<file path="src/rtl/seg_display_ctrl_if.sv">
// Load handshake between a value producer and the seven-segment controller.
// The master offers a value plus display options; the slave raises ready when it can take it.
interface seg_display_ctrl_if #(
  parameter int DATA_WIDTH = 32
);
  logic                  load_valid;
  logic                  load_ready;
  logic [DATA_WIDTH-1:0] load_data;
  logic                  mode_dec;
  logic                  blank_lz;

  modport master (output load_valid, load_data, mode_dec, blank_lz, input load_ready);
  modport slave  (input load_valid, load_data, mode_dec, blank_lz, output load_ready);
endinterface

</file>
<file path="src/rtl/seg_display_ctrl.sv">
// Seven-segment display controller: hex or sequential double-dabble decimal display with
// leading-zero blanking, overflow dashes and a free-running global blink mask.
module seg_display_ctrl #(
  parameter int NUM_DIGITS     = 8,
  parameter int DATA_WIDTH     = 32,
  parameter int BLINK_DIV      = 25000000,
  parameter int SEG_ACTIVE_LOW = 1
) (
  input  logic                    clock,
  input  logic                    resetn,
  seg_display_ctrl_if.slave       ld,
  input  logic                    blink_en,
  output logic [NUM_DIGITS*7-1:0] seg,
  output logic                    busy,
  output logic                    overflow
);
  localparam int HW = 4 * NUM_DIGITS;
  localparam int PW = (DATA_WIDTH > HW) ? DATA_WIDTH : HW;
  localparam int CW = $clog2(DATA_WIDTH + 1);
  localparam int BW = (BLINK_DIV > 2) ? $clog2(BLINK_DIV) : 1;

  typedef enum logic [1:0] {IDLE, CONVERT, UPDATE} state_e;

  state_e                  state_q, state_d;
  logic [DATA_WIDTH-1:0]   bin_q, bin_d;
  logic [HW-1:0]           bcd_q, bcd_d, bcd_adj;
  logic [CW-1:0]           cnt_q, cnt_d;
  logic                    dec_q, dec_d;
  logic                    blz_q, blz_d;
  logic                    cov_q, cov_d;
  logic [NUM_DIGITS*7-1:0] seg_q, seg_d, disp, shown;
  logic                    ovf_q, ovf_d, ovf_now, hex_ovf;
  logic [BW-1:0]           bcnt_q, bcnt_d;
  logic                    phase_q, phase_d;
  logic [PW-1:0]           hex_pad;

  function automatic logic [6:0] glyph(input logic [3:0] d);
    case (d)
      4'h0: glyph = 7'h3F;  4'h1: glyph = 7'h06;  4'h2: glyph = 7'h5B;  4'h3: glyph = 7'h4F;
      4'h4: glyph = 7'h66;  4'h5: glyph = 7'h6D;  4'h6: glyph = 7'h7D;  4'h7: glyph = 7'h07;
      4'h8: glyph = 7'h7F;  4'h9: glyph = 7'h6F;  4'hA: glyph = 7'h77;  4'hB: glyph = 7'h7C;
      4'hC: glyph = 7'h39;  4'hD: glyph = 7'h5E;  4'hE: glyph = 7'h79;  default: glyph = 7'h71;
    endcase
  endfunction

  // Digit patterns are kept active-high; polarity is applied only at the pins.
  always_comb begin : disp_p
    logic       lead;
    logic [3:0] dig;
    lead    = 1'b1;
    dig     = '0;
    disp    = '0;
    hex_pad = PW'(bin_q);
    hex_ovf = |(hex_pad >> HW);
    ovf_now = dec_q ? cov_q : hex_ovf;
    for (int i = NUM_DIGITS - 1; i >= 0; i--) begin
      dig = dec_q ? bcd_q[4*i +: 4] : hex_pad[4*i +: 4];
      if (ovf_now)                                 disp[7*i +: 7] = 7'h40;
      else if (blz_q && lead && dig == 4'd0 && i != 0) disp[7*i +: 7] = 7'h00;
      else                                         disp[7*i +: 7] = glyph(dig);
      if (dig != 4'd0) lead = 1'b0;
    end
  end

  always_comb begin
    for (int i = 0; i < NUM_DIGITS; i++)
      bcd_adj[4*i +: 4] = (bcd_q[4*i +: 4] >= 4'd5) ? bcd_q[4*i +: 4] + 4'd3 : bcd_q[4*i +: 4];
  end

  always_comb begin
    state_d = state_q;
    bin_d   = bin_q;
    bcd_d   = bcd_q;
    cnt_d   = cnt_q;
    dec_d   = dec_q;
    blz_d   = blz_q;
    cov_d   = cov_q;
    seg_d   = seg_q;
    ovf_d   = ovf_q;
    case (state_q)
      IDLE: if (ld.load_valid) begin
        bin_d   = ld.load_data;
        dec_d   = ld.mode_dec;
        blz_d   = ld.blank_lz;
        cov_d   = 1'b0;
        bcd_d   = '0;
        cnt_d   = CW'(DATA_WIDTH);
        state_d = ld.mode_dec ? CONVERT : UPDATE;
      end
      CONVERT: begin
        // Bit leaving the top BCD digit means the value needs more digits than we have.
        bcd_d = {bcd_adj[HW-2:0], bin_q[DATA_WIDTH-1]};
        bin_d = {bin_q[DATA_WIDTH-2:0], 1'b0};
        cov_d = cov_q | bcd_adj[HW-1];
        cnt_d = cnt_q - 1'b1;
        if (cnt_q == CW'(1)) state_d = UPDATE;
      end
      UPDATE: begin
        seg_d   = disp;
        ovf_d   = ovf_now;
        state_d = IDLE;
      end
      default: state_d = IDLE;
    endcase
  end

  always_comb begin
    bcnt_d  = bcnt_q + 1'b1;
    phase_d = phase_q;
    if (bcnt_q == BW'(BLINK_DIV - 1)) begin
      bcnt_d  = '0;
      phase_d = ~phase_q;
    end
  end

  always_ff @(posedge clock or negedge resetn) begin
    if (!resetn) begin
      state_q <= IDLE;
      bin_q   <= '0;
      bcd_q   <= '0;
      cnt_q   <= '0;
      dec_q   <= 1'b0;
      blz_q   <= 1'b0;
      cov_q   <= 1'b0;
      seg_q   <= '0;
      ovf_q   <= 1'b0;
      bcnt_q  <= '0;
      phase_q <= 1'b0;
    end else begin
      state_q <= state_d;
      bin_q   <= bin_d;
      bcd_q   <= bcd_d;
      cnt_q   <= cnt_d;
      dec_q   <= dec_d;
      blz_q   <= blz_d;
      cov_q   <= cov_d;
      seg_q   <= seg_d;
      ovf_q   <= ovf_d;
      bcnt_q  <= bcnt_d;
      phase_q <= phase_d;
    end
  end

  assign shown         = (blink_en && phase_q) ? '0 : seg_q;
  assign seg           = (SEG_ACTIVE_LOW != 0) ? ~shown : shown;
  assign ld.load_ready = (state_q == IDLE);
  assign busy          = (state_q != IDLE);
  assign overflow      = ovf_q;
endmodule

</file>
<file path="src/flat_wrapper.sv">
// flat-port wrapper written by rule: the top's interface ports become plain ports
module seg_display_ctrl_flat 
#(
  parameter int NUM_DIGITS     = 8,
  parameter int DATA_WIDTH     = 32,
  parameter int BLINK_DIV      = 25000000,
  parameter int SEG_ACTIVE_LOW = 1
)
  (clock, resetn, blink_en, seg, busy, overflow, ld_load_valid, ld_load_data, ld_mode_dec, ld_blank_lz, ld_load_ready);
  seg_display_ctrl_if #(.DATA_WIDTH(DATA_WIDTH)) ld_i ();
  input  logic clock;
  input  logic resetn;
  input  logic blink_en;
  output logic [NUM_DIGITS*7-1:0] seg;
  output logic busy;
  output logic overflow;
  input wire logic [$bits(ld_i.load_valid)-1:0] ld_load_valid;
  input wire logic [$bits(ld_i.load_data)-1:0] ld_load_data;
  input wire logic [$bits(ld_i.mode_dec)-1:0] ld_mode_dec;
  input wire logic [$bits(ld_i.blank_lz)-1:0] ld_blank_lz;
  output wire logic [$bits(ld_i.load_ready)-1:0] ld_load_ready;
  assign ld_i.load_valid = ld_load_valid;
  assign ld_i.load_data = ld_load_data;
  assign ld_i.mode_dec = ld_mode_dec;
  assign ld_i.blank_lz = ld_blank_lz;
  assign ld_load_ready = ld_i.load_ready;
  seg_display_ctrl #(.NUM_DIGITS(NUM_DIGITS), .DATA_WIDTH(DATA_WIDTH), .BLINK_DIV(BLINK_DIV), .SEG_ACTIVE_LOW(SEG_ACTIVE_LOW)) u_core (.clock(clock), .resetn(resetn), .ld(ld_i), .blink_en(blink_en), .seg(seg), .busy(busy), .overflow(overflow));
endmodule
</file>
<file path="config.mk">
export PLATFORM = sky130hd
export DESIGN_NAME = seg_display_ctrl_flat
export DESIGN_NICKNAME = d
export VERILOG_FILES = /design/src/rtl/seg_display_ctrl_if.sv /design/src/rtl/seg_display_ctrl.sv /design/src/flat_wrapper.sv
export SDC_FILE = /design/constraint.sdc
export NUM_CORES = 1
export LEC_CHECK = 0
export CORE_MARGIN = 3
export CORE_UTILIZATION = 55
export CTS_CLUSTER_SIZE = 20
export DETAILED_ROUTE_END_ITERATION = 12
export PLACE_DENSITY = 0.87
export SLEW_MARGIN = 15
export SYNTH_ARGS = -nofsm -noshare
export SYNTH_HDL_FRONTEND = slang
export SYNTH_SLANG_ARGS = --single-unit
export TNS_END_PERCENT = 5
</file>
<file path="constraint.sdc">
create_clock -name clock -period 4.5 [get_ports clock]
set_clock_uncertainty 0.1 [all_clocks]
set_input_delay 0.9 -clock clock [delete_from_list [all_inputs] [get_ports clock]]
set_output_delay 0.9 -clock clock [all_outputs]
set_load 0.01 [all_outputs]
</file>
==> impl_results.md, run 1 <==
- Status: completed
- Maximum VDD drop: 0.000350 V
- Max Cap Viol: 0
- Via Count: 8453
- Synth Instances: 1084
- Final setup viols: 0
- Worst-path clk slew: 60 ps
- Routed Antenna Nets: 0
- Drt total wl: 24000 µm
- Crit Reg-Reg Startpoint: u_core.dec_q$_DFFE_PN0P_
- Worst-skew pair later-pin latency: 430 ps
- Synth Cell Area: 0.00975 mm²
- FF-to-FF End: u_core.seg_q[18]$_DFFE_PN0N_
- Final Net Count: 1266
- Ys flop type: dfrtp_1
- Num CTS Buffers: 17
- Worst path cell trace: buf_4 -> mux2i_1 -> ha_1 -> o21ai_0 -> or3b_2 -> o31ai_1 -> o21ai_0
- Net Count, Synth: 1189
- Cell row count: 48
- Crit path DAT: 3960 ps
- YS warnings: 0
- # fillers: 1344
- GRT Total Usage: 24.8%
- Sequential area share after synthesis: 40.6%
- Syn_area_per_cell: 8.99 µm²
- Flops & latches, synth: 158
- Initial core utilization: 56.3%
- Syn-to-layout area delta: 17.6%
- Pwr dens: 681 mW/mm²
- Worst reg2reg setup slack: 710 ps
- Unique masters post-synth: 51
- Die Wd: 139 µm
- Vias per cell: 6.05
- CTS Buffer Depth: 2
- P_leak: 5.19 nW
- Worst stage delay on the critical path: 750 ps
- Die Y: 139 µm
- First-pass GRT wire length: 39900 µm
- Largest net degree at the start of global routing: 93
- Total congestion overflow: 0
- Most common cell after layout, fill and taps aside: nand2_1
- Residual DRC count: 0
- CP most frequent cell: o21ai_0
- Post-cts repair resize count: 0
- Reg2Reg Depth: 7
- Final Hold Fails: 0
- Max-slew violation count: 0
- Place WS: 722 ps
- Req. time, crit path: 4670 ps
- I/O pins: 97
- Termination of the worst setup path: u_core.seg_q[18]$_DFFE_PN0N_
- Post-CTS Hold Buffers: 0
- Fmax achieved: 0.264 GHz
- Post-CTS Setup Bufs: 0
- Worst-margin pin slew: 1170 ps
- Hold Crit Class: reg -> reg
- Drt first pass iters: 7
- Worst hold margin: 377 ps
- Setup ws final: 715 ps
- Core ar.: 0.0173 mm²
- Antenna fix cells: 0
- CP startpoint: u_core.dec_q$_DFFE_PN0P_
- Post-synth ARST share: 100%
- Routed len/inst: 17.2 µm
- RePlAce Congestion: 0.916
- Number of global-route vias before repair: 8082
- HPWL after DPL: 16700 µm
- CP Class: reg -> reg
- Area of the multi-input gates: 0.00541 mm²
- Fin Setup TNS: 0 ps
- Crit start category: flop
- Crit path max-delay cell type: dfrtp_2
- Post-synth EDFFs: 0
- Headroom to the max-slew limit: 21.7%
- Port bufs: 96
- Final Core Density: 66.3%
- Fraction of layout instances using a drive strength above 1: 6.73%
- Crit path capture type: flop
- Die area: 0.0194 mm²
- CTS Sinks: 158
- Commonest cells after routing, fill and taps aside: 174 x nand2_1, 156 x dfrtp_1, 105 x o21ai_0, 95 x clkdlybuf4s50_1, 77 x a21oi_1
- TritonCTS clock tree: yes
- Reg area: 0.00396 mm²
- Tcrit/Tclk final: 84.1%
- CP max FO: 25
- CTS H-tree lvls: 4
- Min Tclk post-route: 3790 ps
- Root buf cell: clkbuf_16
- DR iter-0 viols: 774
- Initial antenna violation count: 0
- RSZ-0062 raised after global routing: false
-- critical path, delay by kind of cell, from the launching register on --
kind	cells	cell delay, ps
and+or+nand+nor	1	500
AOI/OAI and AO/OA	3	990
muxes	1	570
adders and majority gates	1	270
DFF	1	750
buffers and inverters	1	440
-- power breakdown --
group          total [mW]  internal, mW  switching [mW]
clock network        1.36         0.811           0.551
logic                3.98          1.76            2.22
registers            2.47          1.92           0.547
-- stage by stage --
step	instance area [µm²]	power, mW	cells
after floorplan	9750	5.01	1084
after global placement	10900	6.19	1367
after detailed placement	10900	6.36	1367
after CTS	11500	7.76	1398
after global routing	11500	8.35	1398
final	11500	7.81	1398
-- metal layers --
metal	GRT usage (%)	vias to the layer above	part of all wire (%)	wire (µm)
met5	0	-	0	0
met2	39.0	321	47	11300
met4	8.44	0	2.6	614
li1	-	3997	-	-
met1	34.7	4088	43	10400
met3	4.97	47	6.9	1660
-- cell usage after synthesis, drive strengths merged (14+ instances only) --
| cell | number | area (µm²) |
|---|---|---|
| a21oi | 77 | 385 |
| inv | 47 | 176 |
| a32o | 19 | 190 |
| mux2 | 19 | 214 |
| ha | 67 | 838 |
| o21ai | 105 | 526 |
| mux2i | 34 | 365 |
| nand3 | 23 | 115 |
| nor2 | 65 | 244 |
| clkbuf | 41 | 154 |
| dfrtp | 158 | 3950 |
| and3b | 31 | 272 |
| xnor2 | 28 | 245 |
| o22ai | 16 | 100 |
| nand2 | 176 | 668 |
| xor2 | 14 | 123 |
| nor3 | 29 | 145 |
-- worst min path at each step --
stage | from | to | cells after the start
2_1_floorplan | u_core.bcnt_q[4]$_DFF_PN0_ | u_core.bcnt_q[4]$_DFF_PN0_ | 1
3_3_place_gp | u_core.bcnt_q[4]$_DFF_PN0_ | u_core.bcnt_q[4]$_DFF_PN0_ | 1
3_5_place_dp | u_core.bcnt_q[4]$_DFF_PN0_ | u_core.bcnt_q[4]$_DFF_PN0_ | 1
4_1_cts | u_core.bcnt_q[4]$_DFF_PN0_ | u_core.bcnt_q[4]$_DFF_PN0_ | 1
5_1_grt | u_core.seg_q[5]$_DFFE_PN0N_ | u_core.seg_q[5]$_DFFE_PN0N_ | 1
6_report | u_core.bcnt_q[4]$_DFF_PN0_ | u_core.bcnt_q[4]$_DFF_PN0_ | 1
-- flip-flops by register name (all words and copies together), names as in the netlist --
register / cells
u_core.dec_q: 1
u_core.phase_q: 1
u_core.bin_q: 32
u_core.cov_q: 1
u_core.bcd_q: 32
u_core.seg_q: 56
u_core.cnt_q: 6
u_core.blz_q: 1
u_core.bcnt_q: 25
u_core.state_q: 2
u_core.overflow: 1
-- cell families after synthesis --
family / share of synthesized area (%)
buffers and inverters: 4.02
XOR/XNOR: 3.77
AO/OA/AOI/OAI: 17.7
adder cells (fa/ha/maj): 8.60
multiplexers: 6.87
AND/OR/NAND/NOR: 18.4
flip-flops: 40.6
-- cell type report --
type                    instances  area share [%]
repair buffers                111            9.49
clock inverters                 7           0.546
clock buffers                  24            4.29
inverters                      47            1.54
well taps                     225            2.46
multi-input cells             826            47.2
flip-flops and latches        158            34.5
Power figures use the tool's default switching activity.
==> run 2, diff against run 1 <==
==> constraint.sdc (replaced) <==
create_clock -name clock -period 3.5 [get_ports clock]
set_clock_uncertainty 0.1 [all_clocks]
set_input_delay 0.7 -clock clock [delete_from_list [all_inputs] [get_ports clock]]
set_output_delay 0.7 -clock clock [all_outputs]
set_load 0.01 [all_outputs]
==> run 2 against run 1 <==
  * Maximum frequency up 16%
  * Die area unchanged
  * Power up 34%
  * Clock power up 46%
  * Sequential power up 30%
  * Largest power group unchanged
  * Highest routed layer unchanged
==> impl_results.md, run 2 (synthesized netlist as in run 1, its figures left out) <==
- Status: completed
- # fillers: 1342
- Syn-to-layout area delta: 20.0%
- P_leak: 5.31 nW
- Most flop-heavy register: u_core.seg_q
- Residual DRC count: 0
- Max-slew violation count: 0
- Post-cts repair resize count: 0
- Vias per cell: 6.00
- Die Wd: 139 µm
- Root buf cell: clkbuf_16
- Top routing layer in use: met4
- Crit path capture type: flop
- Antenna fix cells: 0
- Routed len/inst: 17.1 µm
- DR iter-0 viols: 704
- Cell row count: 48
- Fmax achieved: 0.308 GHz
- RePlAce Congestion: 0.947
- Worst hold margin: 139 ps
- I/O pins: 97
- Crit path max-delay cell type: dfrtp_2
- Port bufs: 96
- TritonCTS clock tree: yes
- Worst-margin pin slew: 936 ps
- Largest net degree at the start of global routing: 66
- CTS Sinks: 158
- Largest registers: u_core.seg_q x56, u_core.bcd_q x32, u_core.bin_q x32
- Place WS: 266 ps
- Final Net Count: 1284
- CTS H-tree lvls: 4
- HPWL after DPL: 16900 µm
- Number of global-route vias before repair: 8209
- Most common cell after layout, fill and taps aside: nand2_1
- Met1 wire length: 10600 µm
- Post-CTS Setup Bufs: 0
- Fraction of layout instances using a drive strength above 1: 8.81%
- GRT Total Usage: 25.3%
- Crit path DAT: 3480 ps
- Headroom to the max-slew limit: 35.8%
- Worst path cell trace: mux2i_2 -> ha_1 -> nand4_1 -> or4_1 -> or3_1 -> a221o_1
- CTS Buffer Depth: 2
- Power Total: 10.4 mW
- Crit start category: flop
- Pwr dens: 893 mW/mm²
- Maximum VDD drop: 0.000494 V
- Drt first pass iters: 6
- Initial antenna violation count: 0
- Final setup viols: 0
- Fin Setup TNS: 0 ps
- Commonest cells after routing, fill and taps aside: 174 x nand2_1, 156 x dfrtp_1, 105 x o21ai_0, 95 x clkdlybuf4s50_1, 77 x a21oi_1
- RSZ-0062 raised after global routing: false
- Area of the multi-input gates: 0.00543 mm²
- Core ar.: 0.0173 mm²
- Setup ws final: 249 ps
- Total congestion overflow: 0
- First-pass GRT wire length: 40700 µm
- WL met2: 11300 µm
- CP max FO: 18
- Worst-skew pair later-pin latency: 440 ps
- Drt total wl: 24200 µm
- Die Y: 139 µm
- Via Count: 8508
- Post-CTS Hold Buffers: 0
- CP Class: reg -> reg
- Max Cap Viol: 0
- Met3 routed WL: 1830 µm
- Tcrit/Tclk final: 92.9%
- Routed Antenna Nets: 0
- Final Hold Fails: 0
- Reg area: 0.00396 mm²
- Worst-path clk slew: 70 ps
- Worst stage delay on the critical path: 740 ps
- Hold Crit Class: in -> async
- Min Tclk post-route: 3250 ps
- Req. time, crit path: 3730 ps
- Max reg flops: 56
- Die area: 0.0194 mm²
- Num CTS Buffers: 17
- Initial core utilization: 56.3%
[run 2: cell types whose count changed in the layout (fill, tap and decap cells not counted)]
cell and change:
buf_12 +1, buf_4 +17, bufinv_16 +3, clkbuf_1 -3, clkbuf_8 -4, clkinv_2 +1, clkinv_4 +2, inv_6 +2
mux2i_1 -4, mux2i_2 +3, mux2i_4 +1
[run 2: critical path, delay by kind of cell (launching register included)]
kind	cells	cell delay [ps]
DFF	1	740
muxes	1	520
adders and majority gates	1	280
and+or+nand+nor	3	1140
AOI/OAI and AO/OA	1	360
[run 2: final cells by class]
cell class	count	area share (%)
tap	225	2.41
timing repair buffer	129	10.6
clock buffer	17	3.64
multi-input combinational	826	46.4
clock inverter	15	1.65
inverter	47	1.51
sequential	158	33.8
[run 2: per-stage QoR]
step / std cells / util [%] / cell area [µm²]
after floorplan: 1084 / - / 9780
after global placement: 1385 / 64.0 / 11100
after detailed placement: 1385 / 64.0 / 11100
after CTS: 1417 / 67.6 / 11700
after global routing: 1417 / 67.6 / 11700
final: 1417 / 67.6 / 11700
[run 2: final timing paths]
kind                                            start                            to  slack, ps  depth (start not counted)
hold / removal                                 resetn    u_core.bcnt_q[7]$_DFF_PN0_        140                          1
setup / recovery             u_core.dec_q$_DFFE_PN0P_  u_core.seg_q[13]$_DFFE_PN0N_        250                          6
hold reg to reg            u_core.bcnt_q[4]$_DFF_PN0_    u_core.bcnt_q[4]$_DFF_PN0_        380                          1
setup reg to reg             u_core.dec_q$_DFFE_PN0P_  u_core.seg_q[13]$_DFFE_PN0N_        250                          6
max in group asynchronous                      resetn   u_core.bin_q[8]$_DFFE_PN0P_       2230                          2
min in group clock         u_core.bcnt_q[4]$_DFF_PN0_    u_core.bcnt_q[4]$_DFF_PN0_        380                          1
[run 2: layer usage]
metal  track usage [%]  vias up
met5                 0        -
met2              39.8      363
met1              35.2     4055
met4              9.17        0
li1                  -     4038
met3              5.07       52
[run 2: where the power goes]
part           switching, mW  internal, mW  total, mW  leakage [nW]
combinational           2.86          2.38       5.25          2.97
clock                  0.790          1.19       1.98         0.307
sequential             0.747          2.46       3.21          2.03
